$ cat src/rtl/lidar_cmd_rx.sv
// lidar_cmd_rx: 8N1 UART command receiver that holds the lidar runtime configuration registers.
// Define CMD_RX_TIMEOUT_EN to build the inter-byte timeout that abandons stalled frames.
//
// state      | meaning
// RX_IDLE    | line idle, waiting for a synchronised falling edge
// RX_START   | half-bit wait, then confirm the start bit
// RX_DATA    | sampling 8 data bits, LSB first
// RX_STOP    | sampling the stop bit at mid-bit
// P_HDR      | hunting for the 0xA5 header
// P_CMD      | expecting the command code
// P_D3..P_D0 | collecting the big-endian payload
// P_SUM      | checksum byte; command decoded and applied
module lidar_cmd_rx #(
    parameter int BAUD_DIV    = 434,
    parameter int TIMEOUT_CYC = 50000
) (
    input  logic        clk,
    input  logic        rst_n,
    input  logic        rs232_rx,
    output logic [25:0] time_set,
    output logic [8:0]  resolution,
    output logic        enable,
    output logic        serialsend_flag,
    output logic        cmd_strobe,
    output logic [7:0]  cmd_code,
    output logic        cmd_err
);
    localparam int BW = $clog2(BAUD_DIV);
    localparam logic [BW-1:0] BAUD_LAST = BW'(BAUD_DIV - 1);
    localparam logic [BW-1:0] HALF_LAST = BW'(BAUD_DIV / 2 - 1);

    typedef enum logic [1:0] {RX_IDLE, RX_START, RX_DATA, RX_STOP} rx_state_t;
    typedef enum logic [2:0] {P_HDR, P_CMD, P_D3, P_D2, P_D1, P_D0, P_SUM} p_state_t;

    rx_state_t     rx_state, rx_nx;
    p_state_t      p_state, p_nx;
    logic          rx_meta, rx_sync, rx_prev;
    logic          rx_fall, baud_tick;
    logic [BW-1:0] baud_cnt;
    logic [3:0]    bit_cnt;
    logic [7:0]    rx_byte;
    logic          byte_vld, frame_err;
    logic [7:0]    cmd_reg;
    logic [31:0]   payload;
    logic [7:0]    sum;
    logic          apply_time, apply_res, apply_en, reject;
    logic          apply_any;
    logic          timeout;

    // Sync flops reset low so a line held low through reset never looks like a start edge.
    assign rx_fall   = rx_prev && !rx_sync;
    assign baud_tick = (baud_cnt == '0);
    assign apply_any = apply_time || apply_res || apply_en;

    always_ff @(posedge clk) begin
        if (!rst_n) begin
            rx_state <= RX_IDLE;
            p_state  <= P_HDR;
        end else begin
            rx_state <= rx_nx;
            p_state  <= p_nx;
        end
    end

    always_comb begin
        rx_nx = rx_state;
        case (rx_state)
            RX_IDLE:  if (rx_fall) rx_nx = RX_START;
            RX_START: if (baud_tick) rx_nx = rx_sync ? RX_IDLE : RX_DATA;
            RX_DATA:  if (baud_tick && bit_cnt == 4'd7) rx_nx = RX_STOP;
            RX_STOP:  if (baud_tick) rx_nx = RX_IDLE;
            default:  rx_nx = RX_IDLE;
        endcase
    end

    always_ff @(posedge clk) begin
        if (!rst_n) begin
            rx_meta   <= 1'b0;
            rx_sync   <= 1'b0;
            rx_prev   <= 1'b0;
            baud_cnt  <= '0;
            bit_cnt   <= '0;
            rx_byte   <= '0;
            byte_vld  <= 1'b0;
            frame_err <= 1'b0;
        end else begin
            rx_meta   <= rs232_rx;
            rx_sync   <= rx_meta;
            rx_prev   <= rx_sync;
            byte_vld  <= 1'b0;
            frame_err <= 1'b0;
            if (rx_state == RX_IDLE) begin
                baud_cnt <= HALF_LAST;
                bit_cnt  <= '0;
            end else if (baud_tick) begin
                baud_cnt <= BAUD_LAST;
            end else begin
                baud_cnt <= baud_cnt - 1'b1;
            end
            if (rx_state == RX_DATA && baud_tick) begin
                rx_byte <= {rx_sync, rx_byte[7:1]};
                bit_cnt <= bit_cnt + 4'd1;
            end
            if (rx_state == RX_STOP && baud_tick) begin
                byte_vld  <= rx_sync;
                frame_err <= !rx_sync;
            end
        end
    end

    always_comb begin
        p_nx       = p_state;
        apply_time = 1'b0;
        apply_res  = 1'b0;
        apply_en   = 1'b0;
        reject     = 1'b0;
        if (frame_err || timeout) begin
            p_nx = P_HDR;
        end else if (byte_vld) begin
            case (p_state)
                P_HDR: if (rx_byte == 8'hA5) p_nx = P_CMD;
                P_CMD: p_nx = P_D3;
                P_D3:  p_nx = P_D2;
                P_D2:  p_nx = P_D1;
                P_D1:  p_nx = P_D0;
                P_D0:  p_nx = P_SUM;
                P_SUM: begin
                    p_nx = P_HDR;
                    if (rx_byte != sum) begin
                        reject = 1'b1;
                    end else begin
                        case (cmd_reg)
                            8'h01: begin
                                if (payload[31:26] == 6'd0) apply_time = 1'b1;
                                else                        reject     = 1'b1;
                            end
                            8'h02: begin
                                if (payload == 32'd0 || payload > 32'd360) reject    = 1'b1;
                                else                                       apply_res = 1'b1;
                            end
                            8'h03:   apply_en = 1'b1;
                            default: reject   = 1'b1;
                        endcase
                    end
                end
                default: p_nx = P_HDR;
            endcase
        end
    end

    always_ff @(posedge clk) begin
        if (!rst_n) begin
            cmd_reg <= '0;
            payload <= '0;
            sum     <= '0;
        end else if (byte_vld) begin
            case (p_state)
                P_CMD: begin
                    cmd_reg <= rx_byte;
                    sum     <= rx_byte;
                end
                P_D3, P_D2, P_D1, P_D0: begin
                    payload <= {payload[23:0], rx_byte};
                    sum     <= sum + rx_byte;
                end
                default: ;
            endcase
        end
    end

`ifdef CMD_RX_TIMEOUT_EN
    localparam int TW = $clog2(TIMEOUT_CYC);
    logic [TW-1:0] tmo_cnt;
    logic          tmo_run;

    // Only counts idle gaps inside a frame; any received byte reloads it.
    assign tmo_run = (p_state != P_HDR) && (rx_state == RX_IDLE) && !byte_vld;
    assign timeout = tmo_run && (tmo_cnt == '0);

    always_ff @(posedge clk) begin
        if (!rst_n || !tmo_run) tmo_cnt <= TW'(TIMEOUT_CYC - 1);
        else if (tmo_cnt != '0) tmo_cnt <= tmo_cnt - 1'b1;
    end
`else
    assign timeout = 1'b0;
`endif

    always_ff @(posedge clk) begin
        if (!rst_n) begin
            time_set        <= 26'd22000;
            resolution      <= 9'd10;
            enable          <= 1'b1;
            serialsend_flag <= 1'b1;
            cmd_strobe      <= 1'b0;
            cmd_code        <= 8'h00;
            cmd_err         <= 1'b0;
        end else begin
            cmd_strobe <= apply_any;
            cmd_err    <= reject || frame_err || timeout;
            if (apply_time) time_set <= payload[25:0];
            if (apply_res)  resolution <= payload[8:0];
            if (apply_en) begin
                enable          <= payload[0];
                serialsend_flag <= payload[1];
            end
            if (apply_any) cmd_code <= cmd_reg;
        end
    end

endmodule

$ cat config.mk
export PLATFORM = sky130hd
export DESIGN_NAME = lidar_cmd_rx
export DESIGN_NICKNAME = d
export VERILOG_FILES = /design/src/rtl/lidar_cmd_rx.sv
export SDC_FILE = /design/constraint.sdc
export NUM_CORES = 1
export LEC_CHECK = 0
export CORE_ASPECT_RATIO = 2
export CORE_MARGIN = 4
export CORE_UTILIZATION = 51
export CTS_CLUSTER_SIZE = 20
export DETAILED_ROUTE_END_ITERATION = 16
export PLACE_DENSITY = 0.79
export SYNTH_ARGS = -nofsm -noshare
export SYNTH_HDL_FRONTEND = slang
export SYNTH_SLANG_ARGS = --single-unit
$ cat constraint.sdc
create_clock -name clk -period 2.04 [get_ports clk]
set_input_delay 0.612 -clock clk [delete_from_list [all_inputs] [get_ports clk]]
set_output_delay 0.612 -clock clk [all_outputs]
set_load 0.005 [all_outputs]
==> flow_summary.toml <==
[finish]
regMostFlops = "payload"
areaGrowthSynthToFinish_pct = 40.0
reg.largest.list = "payload (32), time_set (26)"
diodes = 0
num-nets-final = 749
final-seq-area_um2 = 2550
num-fill-cells = 675
drive_gt1_share_pct = 25.0
multi_input_area_um2 = 2730
largest_reg_flops = 32
fin_cells = 881
final_area_um2 = 7180

[yosys]
ys_seq_area_share_pct = 49.2
yosys-top-cells-count = "nand2_1 (185), dfxtp_1 (126), a21oi_1 (81), nand3_1 (29), nor2_1 (29)"
ys.flop_type = "dfxtp_1"
yosysMostFrequentCell = "nand2_1"
synth_simple_gate_area_share_pct = 27.0
synthArstFlopShare_pct = 0
synthXorXnorAreaFrac_pct = 2.05
synth_area_leaders = "dfxtp_1 (49%), nand2_1 (14%), a21oi_1 (7.9%)"
synth.area.mux_share_pct = 1.39
synth_fp_nets = 649
synth_adder_area_share_pct = 2.59
synth_top_family_by_area = "simple AND/OR/NAND/NOR gates"
synth_edf_count = 0
syn_inst = 636
yosys_warnings = 0
synth_cell_types = 51
syn_area_per_cell_um2 = 8.06
synth_top_area_cell = "dfxtp_1"
synth-seq-cells = 126
synth_area_um2 = 5130
synth_compound_area_share_pct = 13.4
synth_top_area_share_pct = 49.2

[placed_design]
dp_cells = 834
io_buffers = 49
placedInstanceArea_um2 = 6180
dpl.hpwl_um = 10000
gp_congestion = 0.907

[timing]
tns_ps = -6080
relSlewSlack_pct = 64.9
rsz0062_at_grt = "yes"
holdWs_ps = 429
period_share_pct = 110
hold_viol_final = 0
drv_slew = 0
max_freq_mhz = 445
final.setup_skew_ps = 7.72
finalWorstSetupSlack_ps = -207
layout_min_cycle_time_ps = 2250
worst_pin_slew_ps = 525
setup_violations = 54

[grt]
grt_first_pass_wirelength_um = 23000
antenna_found_initial = 0
grt_pass1_vias = 4914
grt_use_total_pct = 25.3
grt_max_degree = 33
grt-ovfl-total = 0

[drt]
drtIter0Drc = 340
via_per_inst = 5.77
ant_nets = 0
routed_wl_um = 15900
wl_per_cell_um = 18.1
vias = 5087
drc = 0
drt_pass1_iterations = 5

[clock_tree]
numCtsBuffers = 17
cts-root-buf = "clkbuf_16"
h-tree-depth = 4
clk_latency_ps = 420
clk_pin_slew_ps = 60
clock_tree.buffer_depth = 2
cts_tree = "built"
cts.sinks = 126

[worst_setup_path]
startpoint_type = "flop"
end_kind = "flop"
crit_arrival_ps = 2530
crit_chain = "ha_4, nor4_4, nand4_1, buf_4, nor3_4, buf_6, nand4b_1, buf_6, clkbuf_16, nand2_2, nand3_1"
path_max_fanout = 6
crit_required_ps = 2320
cp_slowest_cell = "dfxtp_2"
crit_path_max_incr_delay_ps = 330
criticalPathCategory = "flop to flop"
worst_path_most_repeated_cell = "buf_6"

[job]
maxCapViolations = 0

[floorplanning]
io_pins = 50
core_um2 = 9760
dieArea_um2 = 11800
start_util_pct = 52.5
die_x_um = 78.9
floorplan.rows = 51
die_h_um = 150

[run_status]
violations = "negative setup slack"
status = "finished, violations left"

[power_and_ir_drop]
leakage_nw = 2.74
p_per_area_nw_per_um2 = 761
finalPower_mw = 5.46
max-vdd-ir-drop_mv = 0.669

[worst_hold_path]
worstHoldPathType = "flop to flop"
[layout make-up]
cell class / instances / share of cell area [%]
Sequential cell: 126 / 35.5
Clock buffer: 20 / 6.36
Inverter: 18 / 0.941
Clock inverter: 12 / 1.52
Tap cell: 132 / 2.30
Timing Repair Buffer: 119 / 15.4
Multi-Input combinational cell: 454 / 38.0
[critical path: cells and delay by family, from the launching register on]
kind	cells	cell delay (ps)
adder cells (fa/ha/maj)	1	250
buffers and inverters	4	650
flip-flops	1	330
AND/OR/NAND/NOR	6	880
[layout by cell type (no fill, tap or decap), types with 3 or more instances in the layout]
cell type          n
xor2_1             7
nand3_1           25
a21oi_2           12
nand2_2           17
clkinvlp_4         3
clkinv_2           3
xnor2_1            5
and2_1             6
ha_4               7
nor3_2             4
or4_1              3
nand2_1          166
clkdlybuf4s50_1   49
nand3_2            4
a31oi_1            4
clkbuf_16         19
mux2i_1            6
dfxtp_4            3
inv_2              4
nand4_1            4
a21oi_4            3
o21ai_0           15
nor3_1            12
o211a_1            4
nor2_1            28
inv_1             14
nor4_1             4
dfxtp_2           10
nand4b_1           4
nand2b_1           3
a21oi_1           66
buf_6              5
buf_4             60
dfxtp_1          113
buf_12             3
[cell families after synthesis]
family                     after synthesis
and+or+nand+nor                        304
xor gates and xnor gates                12
AOI/OAI and AO/OA                      121
buffers and inverters                   56
DFF                                    126
muxes                                    7
adders and majority gates               10
[worst paths after layout]
path	end	cells after the start	startpoint	slack (ps)
worst max-delay path	time_set[10]	11	rx_byte[4]	-210
worst min-delay path	cmd_code[3]	2	cmd_code[3]	430
worst max register to register	time_set[10]	11	rx_byte[4]	-210
worst min register to register	cmd_code[3]	2	cmd_code[3]	430
[metrics by stage]
stage,worst slack (ps),util (%)
floorplan,-39.7,-
global placement,-187,63.3
detailed placement,-268,63.3
CTS,-74.2,70.6
global route,-274,73.5
finish,-207,73.5
[layer usage]
metal | routed length [um] | vias to the layer above | track usage [%]
met5 | 0 | - | 0
met4 | 1080 | 0 | 16.8
met3 | 757 | 79 | 5.66
met2 | 8960 | 224 | 48.5
met1 | 5130 | 2431 | 23.0
li1 | - | 2353 | -
[repair_timing]
action,4_1_cts,5_1_grt
gates cloned,1,2
hold buffers,0,0
gates resized for setup,26,51
pin swaps,12,29
endpoints found under the setup margin,54,63
setup buffers,5,7
[where the power goes]
part	internal [mW]	switching, mW	leakage (nW)
logic	0.0489	0.0801	1.45
registers	2.47	0.0118	1.02
clock network	1.74	1.11	0.273
total	4.26	1.20	2.74
Power figures use the tool's default switching activity.
